<file path="src/rtl/rv32i_types_pkg.sv">
// Shared RV32I scalar types used across the two-stage pipeline.
package rv32i_types_pkg;

  typedef logic [31:0] word_t;

endpackage

</file>
<file path="src/rtl/tspp_arb_pkg.sv">
// Types and defaults for the fetch/data memory arbiter.
package tspp_arb_pkg;

  typedef enum logic [1:0] {
    IDLE,
    GRANT_I,
    GRANT_D,
    DRAIN
  } arb_state_t;

  typedef enum logic {
    REQ_I,
    REQ_D
  } req_id_t;

  localparam int unsigned STARVE_LIMIT_DEF  = 4;
  localparam bit          DATA_PRIORITY_DEF = 1'b1;
  localparam logic [3:0]  BYTE_EN_ALL       = 4'hF;

  function automatic arb_state_t grant_state(req_id_t id);
    return (id == REQ_I) ? GRANT_I : GRANT_D;
  endfunction

endpackage

</file>
<file path="src/rtl/tspp_arb_select.sv">
// Combinational winner pick between the fetch and data requesters.
module tspp_arb_select
  import tspp_arb_pkg::*;
#(
  parameter bit DATA_PRIORITY = DATA_PRIORITY_DEF
) (
  input  logic    i_pend_i,
  input  logic    d_pend_i,
  input  logic    starved_i,
  output logic    grant_valid_o,
  output req_id_t grant_id_o
);

  localparam req_id_t PRI_ID = DATA_PRIORITY ? REQ_D : REQ_I;
  localparam req_id_t ALT_ID = DATA_PRIORITY ? REQ_I : REQ_D;

  always_comb begin
    grant_valid_o = i_pend_i | d_pend_i;
    if (i_pend_i && d_pend_i) begin
      // The non-priority side wins once it has waited the full limit.
      grant_id_o = starved_i ? ALT_ID : PRI_ID;
    end else if (i_pend_i) begin
      grant_id_o = REQ_I;
    end else begin
      grant_id_o = REQ_D;
    end
  end

endmodule

</file>
<file path="src/rtl/tspp_memory_arbiter.sv">
// Shares the single memory master port between fetch and execute, with
// data priority by default and a starvation bound on the losing side.
module tspp_memory_arbiter
  import tspp_arb_pkg::*;
  import rv32i_types_pkg::*;
#(
  parameter int unsigned STARVE_LIMIT  = STARVE_LIMIT_DEF,  // must be >= 1
  parameter bit          DATA_PRIORITY = DATA_PRIORITY_DEF
) (
  input  logic        CLK,
  input  logic        nRST,
  input  logic        i_ren,
  input  logic [31:0] i_addr,
  output logic [31:0] i_rdata,
  output logic        i_busy,
  input  logic        d_ren,
  input  logic        d_wen,
  input  logic [31:0] d_addr,
  input  logic [31:0] d_wdata,
  input  logic [3:0]  d_byte_en,
  output logic [31:0] d_rdata,
  output logic        d_busy,
  output logic        m_ren,
  output logic        m_wen,
  output logic [31:0] m_addr,
  output logic [31:0] m_wdata,
  output logic [3:0]  m_byte_en,
  input  logic [31:0] m_rdata,
  input  logic        m_busy
);

  localparam int unsigned CNT_W  = $clog2(STARVE_LIMIT + 1);
  localparam req_id_t     PRI_ID = DATA_PRIORITY ? REQ_D : REQ_I;

  arb_state_t       state_q;
  logic             m_ren_q, m_wen_q;
  word_t            m_addr_q, m_wdata_q;
  logic [3:0]       m_byte_en_q;
  logic [CNT_W-1:0] starve_cnt_q, starve_cnt_d;

  logic    i_pend, d_pend, np_pend;
  logic    arb_en, abort, starved;
  logic    grant_valid;
  req_id_t grant_id;

  assign i_pend  = i_ren;
  assign d_pend  = d_ren | d_wen;
  assign np_pend = DATA_PRIORITY ? i_pend : d_pend;
  assign starved = (starve_cnt_q == CNT_W'(STARVE_LIMIT));

  // In any non-idle state, m_busy low ends the current transfer (completion
  // or drain), so that cycle re-arbitrates for a bubble-free handover.
  assign arb_en = (state_q == IDLE) || !m_busy;
  assign abort  = m_busy && (((state_q == GRANT_I) && !i_pend) ||
                             ((state_q == GRANT_D) && !d_pend));

  tspp_arb_select #(
    .DATA_PRIORITY (DATA_PRIORITY)
  ) u_select (
    .i_pend_i      (i_pend),
    .d_pend_i      (d_pend),
    .starved_i     (starved),
    .grant_valid_o (grant_valid),
    .grant_id_o    (grant_id)
  );

  // NOTE: every variable gets a default first so no path can infer a latch.
  always_comb begin
    starve_cnt_d = starve_cnt_q;
    if (arb_en) begin
      if (!np_pend) begin
        starve_cnt_d = '0;
      end else if (grant_id == PRI_ID) begin
        starve_cnt_d = starved ? starve_cnt_q : starve_cnt_q + CNT_W'(1);
      end else begin
        starve_cnt_d = '0;
      end
    end
  end

  // NOTE: sequential state uses non-blocking assignments only, so every
  // register samples pre-edge values regardless of statement order.
  always_ff @(posedge CLK or negedge nRST) begin
    if (!nRST) begin
      state_q      <= IDLE;
      m_ren_q      <= 1'b0;
      m_wen_q      <= 1'b0;
      m_addr_q     <= '0;
      m_wdata_q    <= '0;
      m_byte_en_q  <= '0;
      starve_cnt_q <= '0;
    end else begin
      starve_cnt_q <= starve_cnt_d;
      if (arb_en) begin
        if (grant_valid) begin
          state_q <= grant_state(grant_id);
          if (grant_id == REQ_I) begin
            m_ren_q     <= 1'b1;
            m_wen_q     <= 1'b0;
            m_addr_q    <= i_addr;
            m_wdata_q   <= '0;
            m_byte_en_q <= BYTE_EN_ALL;
          end else begin
            // A simultaneous read and write request is issued as a write.
            m_ren_q     <= ~d_wen;
            m_wen_q     <= d_wen;
            m_addr_q    <= d_addr;
            m_wdata_q   <= d_wdata;
            m_byte_en_q <= d_wen ? d_byte_en : BYTE_EN_ALL;
          end
        end else begin
          state_q <= IDLE;
          m_ren_q <= 1'b0;
          m_wen_q <= 1'b0;
        end
      end else if (abort) begin
        state_q <= DRAIN;
      end
    end
  end

  assign m_ren     = m_ren_q;
  assign m_wen     = m_wen_q;
  assign m_addr    = m_addr_q;
  assign m_wdata   = m_wdata_q;
  assign m_byte_en = m_byte_en_q;

  assign i_busy  = i_pend && !((state_q == GRANT_I) && !m_busy);
  assign d_busy  = d_pend && !((state_q == GRANT_D) && !m_busy);
  assign i_rdata = m_rdata;
  assign d_rdata = m_rdata;

  rw_conflict_a : assert property (@(posedge CLK) disable iff (!nRST) !(d_ren && d_wen))
    else $warning("d_ren and d_wen both high; request handled as a write");

endmodule

</file>
<file path="config.mk">
export PLATFORM = sky130hd
export DESIGN_NAME = tspp_memory_arbiter
export DESIGN_NICKNAME = d
export VERILOG_FILES = /design/src/rtl/rv32i_types_pkg.sv /design/src/rtl/tspp_arb_pkg.sv /design/src/rtl/tspp_arb_select.sv /design/src/rtl/tspp_memory_arbiter.sv
export SDC_FILE = /design/constraint.sdc
export NUM_CORES = 1
export LEC_CHECK = 0
export CORE_AREA = 2 2 106 108
export CTS_CLUSTER_SIZE = 10
export DETAILED_ROUTE_END_ITERATION = 16
export DIE_AREA = 0 0 108 110
export PLACE_DENSITY = 0.9
export SYNTH_ARGS = -nofsm -noshare
export SYNTH_HDL_FRONTEND = slang
export SYNTH_SLANG_ARGS = --single-unit
</file>
<file path="constraint.sdc">
create_clock -name CLK -period 2.8 [get_ports CLK]
set_input_delay 0.28 -clock CLK [delete_from_list [all_inputs] [get_ports CLK]]
set_output_delay 0.28 -clock CLK [all_outputs]
set_load 0.01 [all_outputs]
</file>
Yosys cells after proc, flatten, opt, wreduce, memory -nomap -nowiden --
Index checks and enable logic that the tools add are counted.
Word-level totals: bits of input ports 138, output and inout bits 136, bits in registers 75
Cells by class: reduce and logical (&&, ||, !) cells 19, muxes and demuxes 18, bitwise gates (word level) 3, add/sub/neg operators 1, equal/unequal tests 4
Operator list (number):
- $mux 32 | 2
- $mux 3 | 3
- $logic_and 1x1->1 | 8
- $mux 2 | 4
- $mux 4 | 2
- $mux 1 | 7
- $logic_not 1->1 | 5
- $reduce_and 2->1 | 2
- $add 3x1->3 const B | 1
- $eq 3x3->1 const B | 1
- $ne 3x3->1 const B | 1
- $eq 2x1->1 const B | 1
- $eq 2x2->1 const B | 1
- $logic_not 2->1 | 1
- $logic_or 1x1->1 | 2
- $or 1x1->1 | 2
- $reduce_bool 2->1 | 1
- $not 1->1 | 1

Longest topological paths before layout --
Gate-level depths: netlist of run 1.
depth after elaboration 7, mapped depth 6

Cells and area by module --
From an unflattened synthesis of run 1, not the netlist that was laid out.
Second synthesis, totals: cell total of the unflattened synthesis 409, area, all modules 4230.3 µm²
Modules (own cells, without submodules):
- tspp_memory_arbiter | area an instance 4215.3 µm², instances 1, cells each 406, sequential area each 1876.8 µm²
- tspp_arb_select | area an instance 15.0 µm², instances 1, cells each 3, sequential area each 0.0 µm²

Least setup slack after synthesis of run 1 --
No wires, ideal clock.
path type register to register, from register starve_cnt_q[0], to register m_wdata_q[0] (netlist: m_wdata[0]), period minus slack after synthesis 1.507 ns, setup time 0.065 ns, setup slack 1.293 ns, required time 2.735 ns, buffers on the path 1, stages on the path, launching flop included 7, data arrival time 1.442 ns, cells stage by stage dfrtp_1 inv_1 ha_1 o2bb2ai_2 a211oi_2 buf_2 a22o_1
Between the ends: word-level cells in the longest chain between the ends 4
RTL lines:
- start: declaration | RTL line tspp_memory_arbiter.sv:39 | logic [CNT_W-1:0] starve_cnt_q, starve_cnt_d;
- start signal: assignment | RTL line tspp_memory_arbiter.sv:93 | starve_cnt_q <= starve_cnt_d;
- $eq 3x3->1 | RTL line tspp_memory_arbiter.sv:49 | assign starved = (starve_cnt_q == CNT_W'(STARVE_LIMIT));
- $mux 1 | RTL line tspp_arb_select.sv:21 | grant_id_o = starved_i ? ALT_ID : PRI_ID;
- $mux 1 | RTL line tspp_arb_select.sv:19 | if (i_pend_i && d_pend_i) begin
- $mux 32 | RTL line tspp_memory_arbiter.sv:97 | if (grant_id == REQ_I) begin
- end signal: assignment | RTL line tspp_memory_arbiter.sv:108 | m_wdata_q <= d_wdata;
- end: declaration | RTL line tspp_memory_arbiter.sv:37 | word_t m_addr_q, m_wdata_q;
Every way passes these cells. A chain may end at the register's enable or synchronous reset.

Worst setup path after layout of run 1 --
from input d_wen, to output d_busy
Between the ends: word-level cells in the longest chain between the ends 2
RTL lines:
- start: declaration | RTL line tspp_memory_arbiter.sv:17 | input logic d_wen,
- $or 1x1->1 | RTL line tspp_memory_arbiter.sv:47 | assign d_pend = d_ren | d_wen;
- $logic_and 1x1->1 | RTL line tspp_memory_arbiter.sv:129 | assign d_busy = d_pend && !((state_q == GRANT_D) && !m_busy);
- end: declaration | RTL line tspp_memory_arbiter.sv:22 | output logic d_busy,
Every way passes these cells.

==> metrics, run 1 <==
outcome completed; Die Height 110 µm; largest net degree at the start of global routing 76; crit path kind in2out; net switching power 0.859 mW; Setup Fix Bufs, Post-CTS 0; WP data required 2.52 ns; drt pass-1 iters 4; GRT Total Usage 0.182; critical path fanouts, max 7; Bufs on Longest Clock Path 2; LEAKAGE 2.13 nW; Logic pwr share 0.286; synth cell count leaders dfrtp_1, buf_4, o21ai_0; synthesized net count 516; CTS Buf Count 9; GR Overflow Total 0; final instance area 5420 µm²; Crit path arrival time 1.81 ns; Worst VDD drop 0.222 mV; nets@finish 619; routed vias 3354; cell with the most instances after synthesis dfrtp_1; register area share after synthesis 0.498; WL final 11200 µm; Yosys Warn Count 0; CORE AREA 10700 µm²; CTS root buf clkbuf_8; clk slew on worst S/H paths 0.08 ns; CP endpoint kind output port; Wirelength per Cell 18.0 µm; PD cells 568 nW/µm²; final-report hold violation count 0; post-route ant nets 0; I/O Buffers 177; number of synthesized flops with an enable pin 0; DRC 0; global-route wire length before repair 16800 µm; placed wire-length estimate 8370 µm; Post-synth ARST share 1.00; worst min-delay path class in2async; CP Launch Type primary input; RSZ-0062 raised after global routing no; Cell variety after synth 33; clock network power share 0.284; Iteration-0 DRC Markers 264; Clock Skews 0.0120 ns; share of cells above drive strength 1 0.0702; final core utilization 0.507; CTS-repair resized insts 0; ys flop type dfrtp_1; Yosys reg bits 75; Synth Cell Area 3770 µm²; CTS tree done; Die W 108 µm; Design Power 3.08 mW; fillers 948; area grow syn2layout 43.9%; H-tree depth 3; Cell Int Power 2.22 mW; hold buffers post-CTS 0; syn_area_per_cell 10.0 µm²; Yosys top cell area share 0.498; vias in the first global route 3321; fmax 478 MHz; Synth area leaders dfrtp_1, buf_4, a22o_1, a31oi_1, o21ai_0; GP Congestion 0.814; Tmin final 2.09 ns; Max-Cap Viols 0; sequential power share 0.431; switching share of power 0.279; Tcrit/Tclk final 0.747; initial core utilization 0.352; clk_lat worst skew 0.34 ns; Boundary Pins 274; slew of the pin with the lowest slew margin 0.930 ns; Synth Instances 376; CTS sink count 75; die area 11900 µm²; slew margin rel. 0.380; Fin Setup TNS 0 ns; ANT cells 0; leading area contributor after synthesis dfrtp_1; drt via density 5.38; antenna violations before repair 0; count of pins over their slew limit 0; row cnt 38; Final setup viols 0; cell area after placement 5210 µm²
cell type report:
cell class              count  area (µm²)  area share
repair buffers            186        1840       0.339
flip-flops and latches     75        1880       0.346
inverters                   5        18.8     0.00346
clock buffers              12         165      0.0304
multi-input cells         202        1300       0.240
well taps                 140         175      0.0323
clock inverters             4        47.5     0.00877
cell usage in the layout (no fill, tap or decap):
cell type        Yosys  final
nand4_1              2      2
a31oi_1             33     33
o21ai_0             34     34
clkinvlp_4           0      1
a22o_1              33     33
dfrtp_1             75     75
inv_1                5      5
o21a_1               1      1
o2bb2ai_4            0      1
o211ai_1             1      1
a21oi_1             33     33
nor2_4               0      1
clkinv_2             0      2
clkdlybuf4s50_1      0    176
ha_1                 2      2
o31a_1               2      2
mux2_2               1      1
o21ai_4              0      1
o21ai_1              4      3
bufinv_16            0      1
nor2_1               2      2
o22ai_1              1      1
nor3b_1              1      1
a211oi_4             0      1
nand3_1             33     33
a2bb2oi_1            4      4
clkbuf_8             0     12
nand2_2              1      1
a2bb2oi_2            1      1
nor3_1               4      4
buf_4               64     10
nor3_2               1      1
a21boi_0             1      1
or3_1                1      1
o31ai_1              1      1
nand2_1              2      2
stage by stage:
| stage | hold slack (ns) | cells | setup slack, ns |
|---|---|---|---|
| floorplan | -0.0156 | 376 | 1.29 |
| global placement | 0.456 | 608 | 0.719 |
| detailed placement | 0.480 | 608 | 0.644 |
| CTS | 0.0953 | 624 | 0.706 |
| global route | 0.142 | 624 | 0.642 |
| finish | 0.0743 | 624 | 0.709 |
registers in the layout, summed over array words and instances, names as in the netlist:
| signal | flops |
|---|---|
| m_ren | 1 |
| m_byte_en | 4 |
| m_addr | 32 |
| m_wdata | 32 |
| state_q | 2 |
| starve_cnt_q | 3 |
| m_wen | 1 |
metal layers:
metal | wire length (µm) | global-route usage | vias to the layer above
met5 | 0 | 0 | -
met4 | 173 | 0.0632 | 0
met3 | 1180 | 0.0723 | 16
met2 | 5790 | 0.328 | 199
met1 | 4060 | 0.195 | 1613
li1 | - | - | 1526
worst max-delay path, stage by stage:
cell,delay [ns]
clkdlybuf4s50_1,0.67
nor2_1,0.11
a31oi_1,0.16
clkdlybuf4s50_1,0.58
logic make-up after synthesis:
group / Yosys count / share of synthesized area
AND/OR/NAND/NOR: 48 / 0.0661
AO/OA/AOI/OAI: 151 / 0.261
multiplexers: 1 / 0.00299
flip-flops: 75 / 0.498
buffers and inverters: 99 / 0.166
adder cells (fa/ha/maj): 2 / 0.00664
path summary, 6_finish.rpt:
check / from / end / slack, ns / depth (start not counted)
worst max-delay path: d_wen / d_busy / 0.71 / 4
worst min-delay path: nRST / m_wdata[31]$_DFFE_PN0P_ / 0.07 / 1
worst max register to register: starve_cnt_q[0]$_DFFE_PN0P_ / m_wen$_DFFE_PN0N_ / 1.02 / 5
worst min register to register: m_ren$_DFFE_PN0N_ / m_ren$_DFFE_PN0N_ / 0.50 / 2
max in group asynchronous: nRST / starve_cnt_q[2]$_DFFE_PN0P_ / 2.12 / 1
min in group CLK: m_ren$_DFFE_PN0N_ / m_ren$_DFFE_PN0N_ / 0.50 / 2
power by group through the flow:
stage / clock, mW / sequential [mW] / combinational [mW]
4_1_cts: 0.905 / 1.33 / 0.889
3_3_place_gp: 0 / 1.34 / 0.865
3_5_place_dp: 0 / 1.35 / 0.886
2_1_floorplan: 0 / 1.40 / 0.358
5_1_grt: 0.949 / 1.34 / 0.950
6_report: 0.874 / 1.33 / 0.880
(Power assumes the default switching activity.)
==> run 2: changes to the inputs <==
--- a/config.mk
+++ b/config.mk
@@ -5,11 +5,11 @@
 export SDC_FILE = /design/constraint.sdc
 export NUM_CORES = 1
 export LEC_CHECK = 0
-export CORE_AREA = 2 2 106 108
+export CORE_AREA = 2 2 107 109
 export CTS_CLUSTER_SIZE = 10
 export DETAILED_ROUTE_END_ITERATION = 16
-export DIE_AREA = 0 0 108 110
-export PLACE_DENSITY = 0.9
+export DIE_AREA = 0 0 109 111
+export PLACE_DENSITY = 0.89
 export SYNTH_ARGS = -nofsm -noshare
 export SYNTH_HDL_FRONTEND = slang
 export SYNTH_SLANG_ARGS = --single-unit
==> constraint.sdc (replaced) <==
create_clock -name CLK -period 2.2 [get_ports CLK]
set_input_delay 0.22 -clock CLK [delete_from_list [all_inputs] [get_ports CLK]]
set_output_delay 0.22 -clock CLK [all_outputs]
set_load 0.01 [all_outputs]
==> run 2 against run 1 <==
Worst setup slack worse by 0.47 ns. Register-to-register slack got worse by 0.58 ns. Die area is 1.8% higher. Combinational power up 28%. Highest routed layer unchanged.
==> metrics, run 2 (synthesis results as in run 1) <==
count of pins over their slew limit 0; CP Launch Type primary input; Die Height 111 µm; die area 12100 µm²; cell family with the largest share of critical-path delay buffers and inverters; RSZ-0062 raised after global routing no; PD cells 792 nW/µm²; antenna violations before repair 0; GRT Total Usage 0.183; placed wire-length estimate 7940 µm; LEAKAGE 2.18 nW; net switching power 1.17 mW; Bufs on Longest Clock Path 2; sequential power share 0.386; Crit path depth 4; CTS root buf clkbuf_16; setup slack, reg-to-reg 0.44 ns; drt via density 5.40; post-route ant nets 0; DRC 0; Boundary Pins 274; crit path to d_busy; Die W 109 µm; Reg2Reg Depth 4; slew of the pin with the lowest slew margin 0.937 ns; fmax 510 MHz; outcome completed; Wirelength per Cell 17.7 µm; final instance area 5540 µm²; Slowest-stage cell, CP clkdlybuf4s50_1; nets@finish 621; most frequent cells in the layout clkdlybuf4s50_1, dfrtp_1, o21ai_0; Tmin final 1.96 ns; Critical path buffers and inverters 2; H-tree depth 3; CORE AREA 11100 µm²; CTS-repair resized insts 0; GP Congestion 0.766; row cnt 39; area grow syn2layout 47.1%; Post-Layout Cell Count 629; beginning of the critical path d_wen; Cell Int Power 3.22 mW; clk_lat worst skew 0.33 ns; Crit path arrival time 1.74 ns; slowest stage delay, CP 0.63 ns; clock network power share 0.358; worst flop-to-flop path startpoint state_q[1]$_DFFE_PN0P_; GR Overflow Total 0; worst reg2reg path endpoint m_addr[9]$_DFFE_PN0P_; WP data required 1.98 ns; hold buffers post-CTS 0; Fin Setup TNS 0 ns; commonest non-fill, non-tap cell in the layout clkdlybuf4s50_1; cell area after placement 5230 µm²; most used cell, CP clkdlybuf4s50_1; final-report hold violation count 0; CTS Buf Count 9; I/O Buffers 177; WHS 0.0379 ns; vias in the first global route 3459; Setup Fix Bufs, Post-CTS 0; WL final 11100 µm; CP endpoint kind output port; slew margin rel. 0.375; Final setup viols 0; initial core utilization 0.340; Post-Place Cells 613; CTS sink count 75; global-route wire length before repair 17200 µm; largest net degree at the start of global routing 76; Clock Skews 0.00876 ns; drt pass-1 iters 5; CTS tree done; ANT cells 0; Tcrit/Tclk final 0.892; share of cells above drive strength 1 0.0720; clk slew on worst S/H paths 0.06 ns; Max-Cap Viols 0; worst min-delay path class in2async; critical path fanouts, max 7; Logic pwr share 0.256; routed vias 3397; switching share of power 0.267; Worst VDD drop 0.334 mV; crit path kind in2out; Iteration-0 DRC Markers 326; CP Cell Sequence clkdlybuf4s50_1, nor2_1, a31oi_1, clkdlybuf4s50_1
-- run 2: changes by cell type in the layout (fill, tap and decap cells not counted), sizes merged --
| cell | delta |
|---|---|
| bufinv | +1 |
| clkinv | +1 |
| buf | +2 |
| clkbuf | -2 |
-- run 2: metrics by stage --
| stage | util | total power [mW] | setup WS (ns) |
|---|---|---|---|
| 2_1_floorplan | - | 2.24 | 0.693 |
| 3_3_place_gp | 0.472 | 2.81 | 0.279 |
| 3_5_place_dp | 0.472 | 2.84 | 0.210 |
| 4_1_cts | 0.501 | 4.45 | 0.230 |
| 5_1_grt | 0.501 | 4.60 | 0.129 |
| 6_report | 0.501 | 4.39 | 0.238 |
-- run 2: worst reg2reg max path, cell delays in order, from the launching register on --
cell and delay, ns:
dfrtp_1 0.48, o21a_1 0.34, nor2_2 0.25, buf_4 0.38, a31oi_1 0.18
-- run 2: cell type report --
type	count	area, µm²
Tap cell	143	179
Clock buffer	10	229
Sequential cell	75	1880
Timing Repair Buffer	188	1860
Fill cell	981	5530
Clock inverter	6	90.1
Inverter	5	18.8
Multi-Input combinational cell	202	1290
-- run 2: how the worst min path moves through the flow --
stage | depth (start not counted) | from | to | slack, ns
after floorplan | 0 | nRST | m_addr[0]$_DFFE_PN0P_ | -0.08
after global placement | 1 | nRST | m_wdata[7]$_DFFE_PN0P_ | 0.40
after detailed placement | 1 | nRST | m_wdata[30]$_DFFE_PN0P_ | 0.43
after CTS | 1 | nRST | m_wdata[30]$_DFFE_PN0P_ | 0.07
after global routing | 1 | nRST | m_wdata[29]$_DFFE_PN0P_ | 0.13
final | 1 | nRST | m_wdata[29]$_DFFE_PN0P_ | 0.04
-- run 2: power groups by stage --
stage,registers (mW),clock network [mW],logic [mW]
after floorplan,1.79,0,0.456
after global placement,1.71,0,1.11
after detailed placement,1.71,0,1.13
after CTS,1.69,1.62,1.14
after global routing,1.71,1.67,1.22
final,1.69,1.57,1.13
-- run 2: layer usage --
| metal | wire length (µm) | track usage | share of wire | vias to the layer above |
|---|---|---|---|---|
| met4 | 308 | 0.0855 | 0.028 | 0 |
| met5 | 0 | 0 | 0 | - |
| met1 | 4200 | 0.206 | 0.38 | 1594 |
| li1 | - | - | - | 1532 |
| met3 | 1200 | 0.0511 | 0.11 | 26 |
| met2 | 5410 | 0.313 | 0.49 | 245 |
==> run 3: changes to the inputs <==
--- a/config.mk
+++ b/config.mk
@@ -5,11 +5,13 @@
 export SDC_FILE = /design/constraint.sdc
 export NUM_CORES = 1
 export LEC_CHECK = 0
-export CORE_AREA = 2 2 107 109
+export CELL_PAD_IN_SITES_DETAIL_PLACEMENT = 1
+export CELL_PAD_IN_SITES_GLOBAL_PLACEMENT = 2
+export CORE_AREA = 2 2 113 197
 export CTS_CLUSTER_SIZE = 10
 export DETAILED_ROUTE_END_ITERATION = 16
-export DIE_AREA = 0 0 109 111
-export PLACE_DENSITY = 0.89
+export DIE_AREA = 0 0 115 199
+export PLACE_DENSITY = 0.82
 export SYNTH_ARGS = -nofsm -noshare
 export SYNTH_HDL_FRONTEND = slang
 export SYNTH_SLANG_ARGS = --single-unit
==> run 3 against run 2 <==
Sequential share of layout area down 1.5 points. Total power up 5.6%. Worst hold slack got worse by 0.015 ns. Maximum frequency shrank 3.0%. Cell count rose by 19%. Final area is 4.7% higher. Critical path depth unchanged. Clock-buffer cell count unchanged. Register-to-register slack worse by 0.07 ns. Sequential power hardly changed. Via count increased by 0.35%. Largest power group is now the clock network.
==> metrics, run 3 (synthesis results as in run 1) <==
Design Power 4.63 mW; fmax 494 MHz; DRC 0; Clock Skews 0.00655 ns; vias in the first global route 3742; worst min-delay path class in2async; placed wire-length estimate 11000 µm; clk_lat worst skew 0.34 ns; Boundary Pins 274; Wirelength per Cell 19.8 µm; CP endpoint kind output port; Worst VDD drop 0.314 mV; Bufs on Longest Clock Path 2; H-tree depth 3; WHS 0.0226 ns; CTS-repair resized insts 0; Setup Fix Bufs, Post-CTS 0; Tmin final 2.02 ns; GP Congestion 0.693; drt via density 4.57; worst reg2reg path endpoint m_wdata[28]$_DFFE_PN0P_; routed vias 3409; clk slew on worst S/H paths 0.06 ns; initial core utilization 0.177; RSZ-0062 raised after global routing no; final instance area 5800 µm²; ANT cells 0; share of cells above drive strength 1 0.0876; nets@finish 626; WL final 14800 µm; CTS tree done; post-route ant nets 0; slew margin rel. 0.304; GR Overflow Total 0; GRT Total Usage 0.126; most frequent cells in the layout clkdlybuf4s50_1, dfrtp_1, o21ai_0; antenna violations before repair 0; CP Launch Type primary input; worst flop-to-flop path startpoint starve_cnt_q[0]$_DFFE_PN0P_; hold buffers post-CTS 0; commonest non-fill, non-tap cell in the layout clkdlybuf4s50_1; CORE AREA 21300 µm²; count of pins over their slew limit 0; Fin Setup TNS 0 ns; LEAKAGE 2.24 nW; critical path fanouts, max 7; setup slack, reg-to-reg 0.37 ns; area grow syn2layout 54.0%; Die W 115 µm; die area 22900 µm²; crit path kind in2out; Die Height 199 µm; outcome completed; Crit path arrival time 1.80 ns; CTS sink count 75; drt pass-1 iters 4; final-report hold violation count 0; Iteration-0 DRC Markers 104; slew of the pin with the lowest slew margin 1.04 ns; Max-Cap Viols 0; global-route wire length before repair 21400 µm; Tcrit/Tclk final 0.919; Final setup viols 0; I/O Buffers 177; PD cells 798 nW/µm²; largest net degree at the start of global routing 76; Reg2Reg Depth 6; cell area after placement 5450 µm²; CTS Buf Count 9; CTS root buf clkbuf_16; WP data required 1.98 ns; row cnt 71
## run 3: where the power goes
part	internal (mW)	switching, mW
clock	1.14	0.613
sequential	1.57	0.122
combinational	0.668	0.516
## run 3: worst max-delay path by stage
stage,cells past startpoint,startpoint,end,slack (ns)
global route,4,d_wen,d_busy,0.10
detailed placement,4,d_wen,m_addr[23]$_DFFE_PN0P_,-0.02
finish,4,d_wen,d_busy,0.18
global placement,4,d_wen,m_addr[5]$_DFFE_PN0P_,0.07
floorplan,6,starve_cnt_q[0]$_DFFE_PN0P_,m_wdata[0]$_DFFE_PN0P_,0.69
CTS,4,d_wen,d_busy,0.17
## run 3: worst max-delay path, stage by stage
cell and delay [ns]:
clkdlybuf4s50_1 0.69, nor2_1 0.14, a31oi_1 0.17, clkdlybuf4s50_1 0.58
## run 3: cell type report
cell class | instances | area [µm²]
clock buffers | 10 | 239
clock inverters | 6 | 113
fillers | 2454 | 15500
inverters | 5 | 18.8
multi-input cells | 202 | 1320
flip-flops and latches | 75 | 1880
well taps | 255 | 319
repair buffers | 193 | 1920
## run 3: layer usage
layer / global-route usage / part of all wire / vias to the layer above / wire, µm
met1: 0.122 / 0.35 / 1683 / 5100
met2: 0.229 / 0.53 / 123 / 7860
met3: 0.0216 / 0.061 / 68 / 906
met4: 0.0991 / 0.061 / 0 / 902
li1: - / - / 1535 / -
met5: 0 / 0 / - / 0
## run 3: metrics by stage
stage	utilization	std cells	worst slack [ns]
global placement	0.256	730	0.0692
finish	0.272	746	0.177
global route	0.272	746	0.101
floorplan	-	376	0.693
CTS	0.272	746	0.173
detailed placement	0.256	730	-0.0170
